### src/rtl/imm_split.sv
// Splits a 32-bit constant or branch byte-offset into one or two 16-bit (imm, eop)
// beats for the immediate extender, choosing the cheapest extender encoding.
`timescale 1ns/1ps
module imm_split #(
    parameter int CNT_W     = 8,
    parameter bit BRANCH_EN = 1'b1
) (
    input  logic             clk,
    input  logic             reset,
    input  logic             in_valid,
    output logic             in_ready,
    input  logic [31:0]      in_value,
    input  logic             in_kind,
    output logic             out_valid,
    input  logic             out_ready,
    output logic [15:0]      out_imm,
    output logic [1:0]       out_eop,
    output logic             out_last,
    output logic             out_err,
    output logic [CNT_W-1:0] split_cnt
);

    localparam logic [1:0] IDLE  = 2'd0;
    localparam logic [1:0] BEAT1 = 2'd1;
    localparam logic [1:0] BEAT2 = 2'd2;

    localparam logic [1:0] EOP_SEXT  = 2'b00;
    localparam logic [1:0] EOP_ZEXT  = 2'b01;
    localparam logic [1:0] EOP_HI    = 2'b10;
    localparam logic [1:0] EOP_BR    = 2'b11;

    logic [1:0]       state_q, state_d;
    logic [15:0]      imm_q, imm_d;
    logic [15:0]      lo_q, lo_d;
    logic [1:0]       eop_q, eop_d;
    logic             last_q, last_d;
    logic             err_q, err_d;
    logic [CNT_W-1:0] cnt_q, cnt_d;

    logic        hi_sext, hi_zero, lo_zero, br_ok;
    logic [15:0] enc_imm;
    logic [1:0]  enc_eop;
    logic        enc_two, enc_err;
    logic        accept, consume;

    assign hi_sext = (&in_value[31:15]) | ~(|in_value[31:15]);
    assign hi_zero = ~(|in_value[31:16]);
    assign lo_zero = ~(|in_value[15:0]);
    assign br_ok   = BRANCH_EN && (in_value[1:0] == 2'b00) &&
                     ((&in_value[31:17]) | ~(|in_value[31:17]));

    // Encoding priority for constants: sign-ext, zero-ext, upper-only, then lui+ori pair.
    always_comb begin
        enc_imm = 16'h0000;
        enc_eop = EOP_SEXT;
        enc_two = 1'b0;
        enc_err = 1'b0;
        if (in_kind) begin
            enc_eop = EOP_BR;
            if (br_ok) begin
                enc_imm = in_value[17:2];
            end else begin
                enc_err = 1'b1;
            end
        end else if (hi_sext) begin
            enc_imm = in_value[15:0];
            enc_eop = EOP_SEXT;
        end else if (hi_zero) begin
            enc_imm = in_value[15:0];
            enc_eop = EOP_ZEXT;
        end else if (lo_zero) begin
            enc_imm = in_value[31:16];
            enc_eop = EOP_HI;
        end else begin
            enc_imm = in_value[31:16];
            enc_eop = EOP_HI;
            enc_two = 1'b1;
        end
    end

    assign accept  = in_valid && (state_q == IDLE);
    assign consume = out_ready && (state_q != IDLE);

    always_comb begin
        state_d = state_q;
        imm_d   = imm_q;
        lo_d    = lo_q;
        eop_d   = eop_q;
        last_d  = last_q;
        err_d   = err_q;
        cnt_d   = cnt_q;
        case (state_q)
            IDLE: begin
                if (accept) begin
                    state_d = BEAT1;
                    imm_d   = enc_imm;
                    lo_d    = in_value[15:0];
                    eop_d   = enc_eop;
                    last_d  = ~enc_two;
                    err_d   = enc_err;
                    if (enc_two && (cnt_q != {CNT_W{1'b1}})) begin
                        cnt_d = cnt_q + CNT_W'(1);
                    end
                end
            end
            BEAT1: begin
                if (consume) begin
                    if (!last_q) begin
                        state_d = BEAT2;
                        imm_d   = lo_q;
                        eop_d   = EOP_ZEXT;
                        last_d  = 1'b1;
                    end else begin
                        state_d = IDLE;
                        imm_d   = 16'h0000;
                        eop_d   = EOP_SEXT;
                        last_d  = 1'b0;
                        err_d   = 1'b0;
                    end
                end
            end
            BEAT2: begin
                if (consume) begin
                    state_d = IDLE;
                    imm_d   = 16'h0000;
                    eop_d   = EOP_SEXT;
                    last_d  = 1'b0;
                    err_d   = 1'b0;
                end
            end
            default: begin
                state_d = IDLE;
                imm_d   = 16'h0000;
                eop_d   = EOP_SEXT;
                last_d  = 1'b0;
                err_d   = 1'b0;
            end
        endcase
    end

    always_ff @(posedge clk or negedge reset) begin
        if (!reset) begin
            state_q <= IDLE;
            imm_q   <= 16'h0000;
            lo_q    <= 16'h0000;
            eop_q   <= EOP_SEXT;
            last_q  <= 1'b0;
            err_q   <= 1'b0;
            cnt_q   <= '0;
        end else begin
            state_q <= state_d;
            imm_q   <= imm_d;
            lo_q    <= lo_d;
            eop_q   <= eop_d;
            last_q  <= last_d;
            err_q   <= err_d;
            cnt_q   <= cnt_d;
        end
    end

    assign in_ready  = (state_q == IDLE);
    assign out_valid = (state_q != IDLE);
    assign out_imm   = imm_q;
    assign out_eop   = eop_q;
    assign out_last  = last_q;
    assign out_err   = err_q;
    assign split_cnt = cnt_q;

endmodule

### config.mk
export PLATFORM = sky130hd
export DESIGN_NAME = imm_split
export DESIGN_NICKNAME = d
export VERILOG_FILES = /design/src/rtl/imm_split.sv
export SDC_FILE = /design/constraint.sdc
export NUM_CORES = 1
export LEC_CHECK = 0
export ABC_AREA = 1
export BUFFER_PORTS_ARGS = -buffer_cell sky130_fd_sc_hd__buf_2
export CORE_UTILIZATION = 50
export CTS_CLUSTER_SIZE = 16
export DETAILED_ROUTE_END_ITERATION = 6
export PLACE_DENSITY = 0.86
export SYNTH_ARGS = -nofsm -noshare
export SYNTH_HDL_FRONTEND = slang
export SYNTH_SLANG_ARGS = --single-unit
### constraint.sdc
create_clock -name clk -period 1.9 [get_ports clk]
set_input_delay 0.38 -clock clk [delete_from_list [all_inputs] [get_ports clk]]
set_output_delay 0.38 -clock clk [all_outputs]
set_load 0.005 [all_outputs]
==> results of run 1 <==
==> cell families after synthesis <==
| group | count (synthesis) | synth area share (%) |
|---|---|---|
| compound gates | 31 | 6.50 |
| flops | 46 | 40.7 |
| buf+inv | 55 | 8.45 |
| simple gates | 277 | 41.6 |
| mux | 2 | 0.796 |
| xor+xnor | 5 | 1.55 |
| fa+ha+maj | 1 | 0.442 |
==> cell usage after synthesis, types with 6 or more instances <==
cell	number	area [um^2]
o21ai_1	8	40.0
clkbuf_1	6	22.5
nand3_1	39	195
dfrtp_1	46	1150
inv_1	31	116
nand2_1	183	687
inv_2	6	22.5
o21ai_0	15	75.1
nand4_1	18	113
nor2_1	26	97.6
==> worst max-delay path, cell delays in order (launching register included) <==
cell	delay [ps]
dfrtp_1	410
ha_1	200
nand3_1	150
nor3_2	200
a31oi_1	130
nand2_2	210
inv_1	130
nand2_1	90
o21ai_1	60
==> worst max path at each step <==
stage	from	endpoint	slack, ps	depth (start not counted)
2_1_floorplan	split_cnt[0]	split_cnt[4]	390	9
6_report	split_cnt[1]	split_cnt[5]	210	8
4_1_cts	split_cnt[1]	split_cnt[3]	20	8
3_5_place_dp	in_value[17]	split_cnt[5]	10	11
3_3_place_gp	in_value[17]	split_cnt[3]	110	11
5_1_grt	split_cnt[1]	split_cnt[5]	10	8
==> sequential cells by signal, summed over array words and instances (netlist names) <==
| signal | count |
|---|---|
| split_cnt | 8 |
| out_imm | 16 |
| out_eop | 2 |
| out_last | 1 |
| out_err | 1 |
| state_q | 2 |
| lo_q | 16 |
==> through the flow <==
stage          cell area (um^2)  total power [W]
6_report                   3380          0.00399
5_1_grt                    3380          0.00435
4_1_cts                    3370          0.00399
3_5_place_dp               3290          0.00341
3_3_place_gp               3290          0.00336
2_1_floorplan              2830          0.00273
==> layout make-up <==
| type | instances | share of cell area [%] |
|---|---|---|
| clock buffer | 6 | 2.15 |
| inverter | 40 | 4.52 |
| timing repair buffer | 81 | 13.5 |
| multi-input combinational | 316 | 42.8 |
| sequential | 46 | 34.1 |
| clock inverter | 1 | 0.222 |
| tap | 72 | 2.67 |
==> routing by layer <==
| layer | share of wire (%) | GRT usage [%] | vias up |
|---|---|---|---|
| met2 | 48 | 44.2 | 149 |
| met3 | 7.6 | 5.24 | 17 |
| li1 | - | - | 1475 |
| met5 | 0 | 0 | - |
| met4 | 1.6 | 8.30 | 0 |
| met1 | 43 | 34.4 | 1381 |
==> where the power goes <==
| group | switching, W | total, W | internal (W) | leakage, nW |
|---|---|---|---|---|
| logic | 0.00109 | 0.00180 | 0.000710 | 1.27 |
| registers | 0.000237 | 0.00162 | 0.00139 | 0.583 |
| clock network | 0.000314 | 0.000566 | 0.000252 | 0.0373 |
==> repair_timing <==
item	CTS	global route
gates resized for setup	0	2
setup endpoints to repair	0	8
hold buffers	0	0
==> reports/results.tsv, run 1 <==
stage	metric	value	unit
flow_run	drv_cap	0	
die	initial_utilization	51.7	%
critical_path	arrival	1880	ps
timing	min_period	1690	ps
cts	clk_pin_slew	80	ps
critical_path	criticalPathCategory	register to register	
critical_path	ff2ff_setup_slack	210	ps
timing	worst_clock_skew	7.85	ps
final_layout	layout.cells.non_filler	562	
final_layout	antenna_cells	0	
critical_path	cp-end-kind	register	
min_path	hold_class	input pin to async pin	
drt	drt_pass1_iterations	5	
drt	drt_iter0_drc	224	
timing	final-hold-violation-count	0	
cts	cts_tree	yes	
placement	dp_hpwl	5590	um
logic_synthesis	synth_seq_cells	46	
timing	tns	0	ps
placement	globalplace.congestion	0.945	
critical_path	timing.rr.end	split_cnt[5]	
cts	root_buffer	clkbuf_8	
final_layout	register_area	1150	um^2
timing	maxSlewViolCount	0	
pwr	peakVddDrop	0.000796	V
cts	cts_buffers	5	
final_layout	layout_commonest_cell	nand2_1	
logic_synthesis	synthArstFlopShare	100	%
final_layout	final_cell_mix	nand2_1 (182), buf_2 (66), dfrtp_1 (46)	
global_route	antenna_found_initial	0	
global_route	grt_max_degree	26	
cts	cts_sinks	46	
pwr	p_leak	1.89	nW
logic_synthesis	syn_nets	455	
global_route	grt_pass1_vias	2746	
logic_synthesis	yosysSeqAreaShare	40.7	%
final_layout	area_growth	19.3	%
global_route	overflow	0	
final_layout	final_util	61.7	%
drt	route.vias.total	3022	
critical_path	required	2090	ps
critical_path	r2r-start	split_cnt[1]	
drt	drt-total-wl	7450	um
final_layout	fillers	524	
placement	dp.cells	555	
cts	htree_levels	2	
placement	port_buffers	66	
die	rows	27	
timing	slew-limit-headroom	67.5	%
cts	cts_buffer_depth	2	
die	die_h	77.2	um
logic_synthesis	ys_types	32	
die	io_pins	67	
critical_path	startpoint_type	register	
die	die_w	77.2	um
final_layout	fin_nets	528	
drt	remaining_drc_errors	0	
drt	wire_per_inst	13.3	um
timing	worst_pin_slew	488	ps
timing	worst_slack	209	ps
global_route	track_usage	26.5	%
die	dieArea	5960	um^2
logic_synthesis	syn_area_per_cell	6.78	um^2
critical_path	reg2reg_depth	8	
global_route	grt_first_pass_wirelength	12600	um
timing	rsz0062_at_grt	false	
drt	ant_nets	0	
timing	timing.hold.ws	32.1	ps
logic_synthesis	ys_warn_count	0	
cts	cts_setup_buffers	0	
pwr	power.density	1180	nW/um^2
final_layout	multiInputGateArea	1450	um^2
drt	viasPerCell	5.38	
logic_synthesis	synth_edf_count	0	
timing	period_share	89.0	%
critical_path	cp_max_fo	11	
logic_synthesis	synthesis.area	2830	um^2
cts	clkLatencyLatePin	300	ps
logic_synthesis	synth_flop_cell	dfrtp_1	
final_layout	drive_gt1_share	21.8	%
logic_synthesis	synthCells	417	
die	core_area	5470	um^2
placement	place_ws	11.3	ps
timing	fmax	591	MHz
timing	setup_viol	0	
outcome	status	finished clean	
Power figures use the tool's default switching activity.
==> run 2, diff against run 1 <==
--- a/config.mk
+++ b/config.mk
@@ -5,12 +5,11 @@
 export SDC_FILE = /design/constraint.sdc
 export NUM_CORES = 1
 export LEC_CHECK = 0
-export ABC_AREA = 1
 export BUFFER_PORTS_ARGS = -buffer_cell sky130_fd_sc_hd__buf_2
 export CORE_UTILIZATION = 50
 export CTS_CLUSTER_SIZE = 16
 export DETAILED_ROUTE_END_ITERATION = 6
-export PLACE_DENSITY = 0.86
+export PLACE_DENSITY = 0.87
 export SYNTH_ARGS = -nofsm -noshare
 export SYNTH_HDL_FRONTEND = slang
 export SYNTH_SLANG_ARGS = --single-unit
==> run 2 against run 1 <==
  * Sequential share of layout area is 1.3 points lower
  * Power is 8.2% higher
  * Count of clock-buffer cells in the layout is 1 lower
  * Critical path depth is 1 higher
  * Sequential cell count stayed put
  * Clock skew is 2.5 ps lower
  * Fmax is 6.7% lower
  * Worst hold slack better by 10 ps
  * Combinational power is 3% higher
  * Critical endpoint is now split_cnt[7]
  * Highest routed layer unchanged
==> reports/results.tsv, run 2 <==
stage	metric	value	unit
cts	cts_sinks	46	
placement	dp_hpwl	6380	um
die	die_h	75.3	um
critical_path	criticalPathCategory	input pin to register	
logic_synthesis	synth_top_cell_area_share	42.8	%
logic_synthesis	syn_area_per_cell	8.93	um^2
cts	cts_tree	yes	
critical_path	arrival	2050	ps
cts	cts_setup_buffers	0	
die	core_area	5140	um^2
global_route	met3_usage	8.60	%
placement	globalplace.congestion	1.02	
timing	slew-limit-headroom	63.6	%
cts	root_buffer	clkbuf_8	
cts	htree_levels	2	
logic_synthesis	synth_most_common_cell	nand2_1	
timing	worst_slack	88.2	ps
critical_path	cp_common_cell	buf_4	
logic_synthesis	synth_edf_count	0	
drt	drt-total-wl	8380	um
logic_synthesis	synth_area_leader_cell	dfrtp_1	
final_layout	drive_gt1_share	33.5	%
cts	clkLatencyLatePin	310	ps
critical_path	cp_slowest_cell	nor4_1	
critical_path	required	2140	ps
final_layout	fin_nets	437	
timing	setup_viol	0	
final_layout	layout_commonest_cell	nand2_1	
pwr	p_leak	1.60	nW
global_route	grt_pass1_vias	2776	
critical_path	path_cells	buf_2 -> nor4_1 -> nand4_1 -> buf_4 -> buf_4 -> mux2i_4 -> buf_4 -> or3b_1 -> xnor2_1	
pwr	power.density	1230	nW/um^2
die	die_w	75.3	um
logic_synthesis	synthesis.area	2690	um^2
drt	ant_nets	0	
global_route	antenna_found_initial	0	
cts	hold_buffers	0	
critical_path	cpLargestDelayFamily	simple AND/OR/NAND/NOR gates	
logic_synthesis	synthTopCellsByCount	nand2_1 (80), dfrtp_1 (46), nand4_1 (13), nor3b_1 (13)	
pwr	peakVddDrop	0.000620	V
drt	route.vias.total	2893	
cts	cts_buffer_depth	2	
critical_path	ff2ff_setup_slack	100	ps
final_layout	antenna_cells	0	
logic_synthesis	syn_nets	339	
timing	rsz0062_at_grt	false	
global_route	met1_usage	40.2	%
timing	tns	0	ps
cts	cts_buffers	5	
outcome	status	finished clean	
logic_synthesis	yosys-top-cells-area	dfrtp_1 (43%), nand2_1 (11%), a32oi_1 (3.9%), nor3b_1 (3.6%), a21boi_0 (3.4%)	
min_path	hold_class	input pin to async pin	
logic_synthesis	synth_flop_cell	dfrtp_1	
logic_synthesis	ys_warn_count	0	
timing	final-hold-violation-count	0	
global_route	grt_max_degree	26	
drt	wire_per_inst	17.8	um
timing	period_share	95.4	%
timing	worst_pin_slew	545	ps
global_route	overflow	0	
global_route	busiest_layer	met2	
timing	min_period	1810	ps
logic_synthesis	synthArstFlopShare	100	%
critical_path	startpoint_type	input pin	
placement	port_buffers	66	
critical_path	cp_max_fo	7	
drt	remaining_drc_errors	0	
drt	drt_iter0_drc	291	
global_route	grt_first_pass_wirelength	13200	um
cts	cts_resized	0	
logic_synthesis	synthCells	301	
timing	maxSlewViolCount	0	
drt	drt_pass1_iterations	5	
placement	place_ws	-179	ps
cts	clk_pin_slew	90	ps
die	rows	26	
logic_synthesis	ys_types	48	
final_layout	area_growth	30.9	%
final_layout	final_cell_mix	nand2_1 (80), buf_2 (66), dfrtp_1 (45)	
die	initial_utilization	52.3	%
critical_path	cp-end-kind	register	
logic_synthesis	synth_seq_cells	46	
critical_path	slowest_delay	360	ps
flow_run	drv_cap	0	
die	io_pins	67	
global_route	track_usage	31.5	%
logic_synthesis	yosysSeqAreaShare	42.8	%
timing	worst_clock_skew	5.32	ps
die	dieArea	5670	um^2
timing	fmax	552	MHz
drt	viasPerCell	6.16	
global_route	grtUsageMet2	50.8	%
critical_path	crit_buf_inv	4	
[run 2: changes by cell type in the layout (fill, tap and decap cells not counted), moves of 21 or more]
cell     previous run  this run
inv_1              31         5
nand3_1            39         5
nand2_1           182        80
nor2_1             26         5
buf_4              14        39
[run 2: logic make-up (layout without fill, tap and decap cells)]
kind of cell	Yosys count	count (layout)	share of synthesized area [%]
multiplexers	5	5	2.47
adder cells (fa/ha/maj)	1	1	0.465
AO/OA/AOI/OAI	70	70	19.4
buffers and inverters	23	122	3.72
AND/OR/NAND/NOR	149	149	28.9
XOR/XNOR	7	7	2.28
flip-flops	46	46	42.8
[run 2: routing by layer]
metal,vias to the layer above,part of all wire (%)
li1,1304,-
met1,1376,40
met2,184,48
met3,29,9.2
met4,0,2.8
met5,-,0
[run 2: cell type report]
cell class / instances / area [um^2]
Inverter: 5 / 18.8
Clock buffer: 5 / 68.8
Sequential cell: 46 / 1150
Timing Repair Buffer: 109 / 694
Tap cell: 70 / 87.6
Clock inverter: 3 / 45.0
Multi-Input combinational cell: 232 / 1450
Fill cell: 444 / 1620
[run 2: power by group]
part	switching (W)	internal [W]	total, W
sequential	0.000293	0.00140	0.00170
clock	0.000366	0.000392	0.000758
combinational	0.000989	0.000873	0.00186
[run 2: stage by stage]
stage                     instance area [um^2]  total power, W  instances  hold slack [ps]  utilization, %
after detailed placement                  3390         0.00354        462              390            65.9
after floorplan                           2690         0.00271        301             84.4               -
after global routing                      3520         0.00462        470             70.2            68.5
after CTS                                 3500         0.00429        470             58.2            68.1
final                                     3520         0.00432        470             42.1            68.5
after global placement                    3390         0.00345        462              383            65.9
[run 2: final timing paths]
path,from,depth (start not counted),end
max in group asynchronous,reset,2,state_q[1]
min in group clk,out_ready,2,state_q[0]
max reg2reg,state_q[0],6,out_imm[10]
min reg2reg,lo_q[1],2,lo_q[1]
max,in_value[19],9,split_cnt[7]
min,reset,1,out_imm[10]
==> run 3, diff against run 2 <==
--- a/config.mk
+++ b/config.mk
@@ -6,7 +6,9 @@
 export NUM_CORES = 1
 export LEC_CHECK = 0
 export BUFFER_PORTS_ARGS = -buffer_cell sky130_fd_sc_hd__buf_2
+export CORE_ASPECT_RATIO = 1.5
 export CORE_UTILIZATION = 50
+export CTS_BUF_LIST = sky130_fd_sc_hd__clkbuf_16
 export CTS_CLUSTER_SIZE = 16
 export DETAILED_ROUTE_END_ITERATION = 6
 export PLACE_DENSITY = 0.87
==> run 3 against run 2 <==
  * Core utilization grew 0.10 points
  * Clock power increased by 32%
  * First-iteration DRC count down 26%
  * Combinational power about the same
  * Fmax barely moved
  * Register-to-register slack about the same
  * Clock skew is 0.63 ps higher
  * Routed wire length fell by 2.0%
  * Power rose by 5.6%
  * Sequential cell count is the same
  * Worst setup slack improved by 1.8 ps
  * Die area increased by 0.10%
  * Largest cell class unchanged
  * Highest routed layer unchanged
==> reports/results.tsv, run 3 (synthesis results as in run 2) <==
stage	metric	value	unit
outcome	status	finished clean	
final_layout	fin_nets	438	
cts	cts_buffers	5	
cts	clkLatencyLatePin	290	ps
pwr	intPower	0.00290	W
final_layout	area_growth	31.8	%
global_route	grt_pass1_vias	2715	
drt	wire_per_inst	17.5	um
cts	cts_tree	yes	
critical_path	path_cells	or3b_2 -> o21ai_2 -> buf_4 -> a22oi_1 -> nor4b_1 -> a32oi_1	
placement	post_dp_cell_area	3370	um^2
global_route	grt_first_pass_wirelength	12700	um
cts	cts_sinks	46	
timing	worst_clock_skew	5.94	ps
drt	drt_pass1_iterations	4	
critical_path	startpoint_type	register	
placement	dp.cells	461	
pwr	p_comb_share	40.6	%
critical_path	ff2ff_setup_slack	90	ps
pwr	peakVddDrop	0.000632	V
drt	remaining_drc_errors	0	
timing	maxSlewViolCount	0	
placement	dp_hpwl	6040	um
cts	root_buffer	clkbuf_16	
critical_path	timing.rr.end	out_imm[12]	
cts	htree_levels	2	
timing	rsz0062_at_grt	false	
timing	worst_pin_slew	498	ps
pwr	power	0.00456	W
critical_path	slowest_delay	490	ps
die	io_pins	67	
timing	final-hold-violation-count	0	
pwr	p_leak	1.63	nW
die	rows	32	
final_layout	layout.cells.non_filler	470	
timing	fmax	552	MHz
drt	drt-total-wl	8220	um
final_layout	final_cell_mix	nand2_1 (80), buf_2 (66), dfrtp_1 (45)	
cts	clk_pin_slew	70	ps
die	dieArea	5680	um^2
timing	slew-limit-headroom	66.8	%
placement	globalplace.congestion	0.965	
pwr	pwr-share-seq	37.5	%
timing	setup_viol	0	
drt	viasPerCell	6.10	
pwr	clockPowerShare	21.9	%
critical_path	cp-end-kind	register	
critical_path	criticalPathCategory	register to register	
timing	period_share	95.3	%
critical_path	cp_slowest_cell	or3b_2	
pwr	power.density	1290	nW/um^2
die	core_area	5160	um^2
flow_run	drv_cap	0	
placement	port_buffers	66	
final_layout	final_area	3540	um^2
critical_path	r2r-start	state_q[1]	
global_route	overflow	0	
critical_path	reg2reg_depth	6	
final_layout	layout_commonest_cell	nand2_1	
final_layout	final_util	68.6	%
timing	tns	0	ps
global_route	track_usage	30.3	%
die	die_w	61.9	um
die	die_h	91.8	um
drt	drt_iter0_drc	216	
pwr	switching_share	36.3	%
global_route	antenna_found_initial	1	
timing	min_period	1810	ps
die	initial_utilization	52.0	%
drt	route.vias.total	2867	
critical_path	cp_max_fo	9	
cts	cts_buffer_depth	2	
min_path	hold_class	input pin to async pin	
critical_path	required	2090	ps
final_layout	drive_gt1_share	33.2	%
pwr	power_switching	0.00165	W
global_route	grt_max_degree	28	
critical_path	arrival	2000	ps
drt	ant_nets	0	
## run 3: power by group through the flow
stage	logic, W	registers, W	clock network [W]
after floorplan	0.00105	0.00166	0
after global placement	0.00177	0.00170	0
after detailed placement	0.00183	0.00171	0
after CTS	0.00185	0.00170	0.00100
after global routing	0.00204	0.00175	0.00105
final	0.00185	0.00171	0.000998
## run 3: how the worst max path moves through the flow
stage	start	to	slack, ps	cells after the start
3_3_place_gp	in_value[19]	split_cnt[1]	-140	7
2_1_floorplan	in_value[23]	split_cnt[1]	10	5
5_1_grt	in_value[19]	out_imm[15]	20	8
6_report	state_q[1]	out_imm[12]	90	6
4_1_cts	state_q[1]	out_imm[12]	40	6
3_5_place_dp	in_value[19]	split_cnt[1]	-170	7
## run 3: timing repair
action / CTS / global route
endpoints found under the setup margin: 0 / 2
buffers inserted: 0 / 0
hold buffers: 0 / 0
resized for setup: 0 / 1
## run 3: cell type report
cell class                 instances  area (um^2)
multi-input combinational        232         1440
fill                             415         1620
inverter                           5         18.8
clock inverter                     3         43.8
tap                               68         85.1
timing repair buffer             110          673
antenna                            1         2.50
sequential                        46         1150
clock buffer                       5          125
## run 3: per-layer routing
layer,wire [um],GRT usage (%),vias up
li1,-,-,1309
met1,3180,36.9,1367
met2,4120,48.8,158
met3,528,4.37,33
met4,386,17.8,0
met5,0,0,-
## run 3: critical path, delay by kind of cell (launching register included)
family                 cells  cell delay, ps
buffers and inverters      1             200
DFF                        1             450
and+or+nand+nor            2             660
AOI/OAI and AO/OA          3             400
## run 3: metrics by stage
stage,worst slack [ps],hold WS (ps)
after floorplan,14.7,84.4
after global placement,-137,357
after detailed placement,-166,366
after CTS,38.3,63.2
after global routing,19.5,76.7
final,90.0,53.9
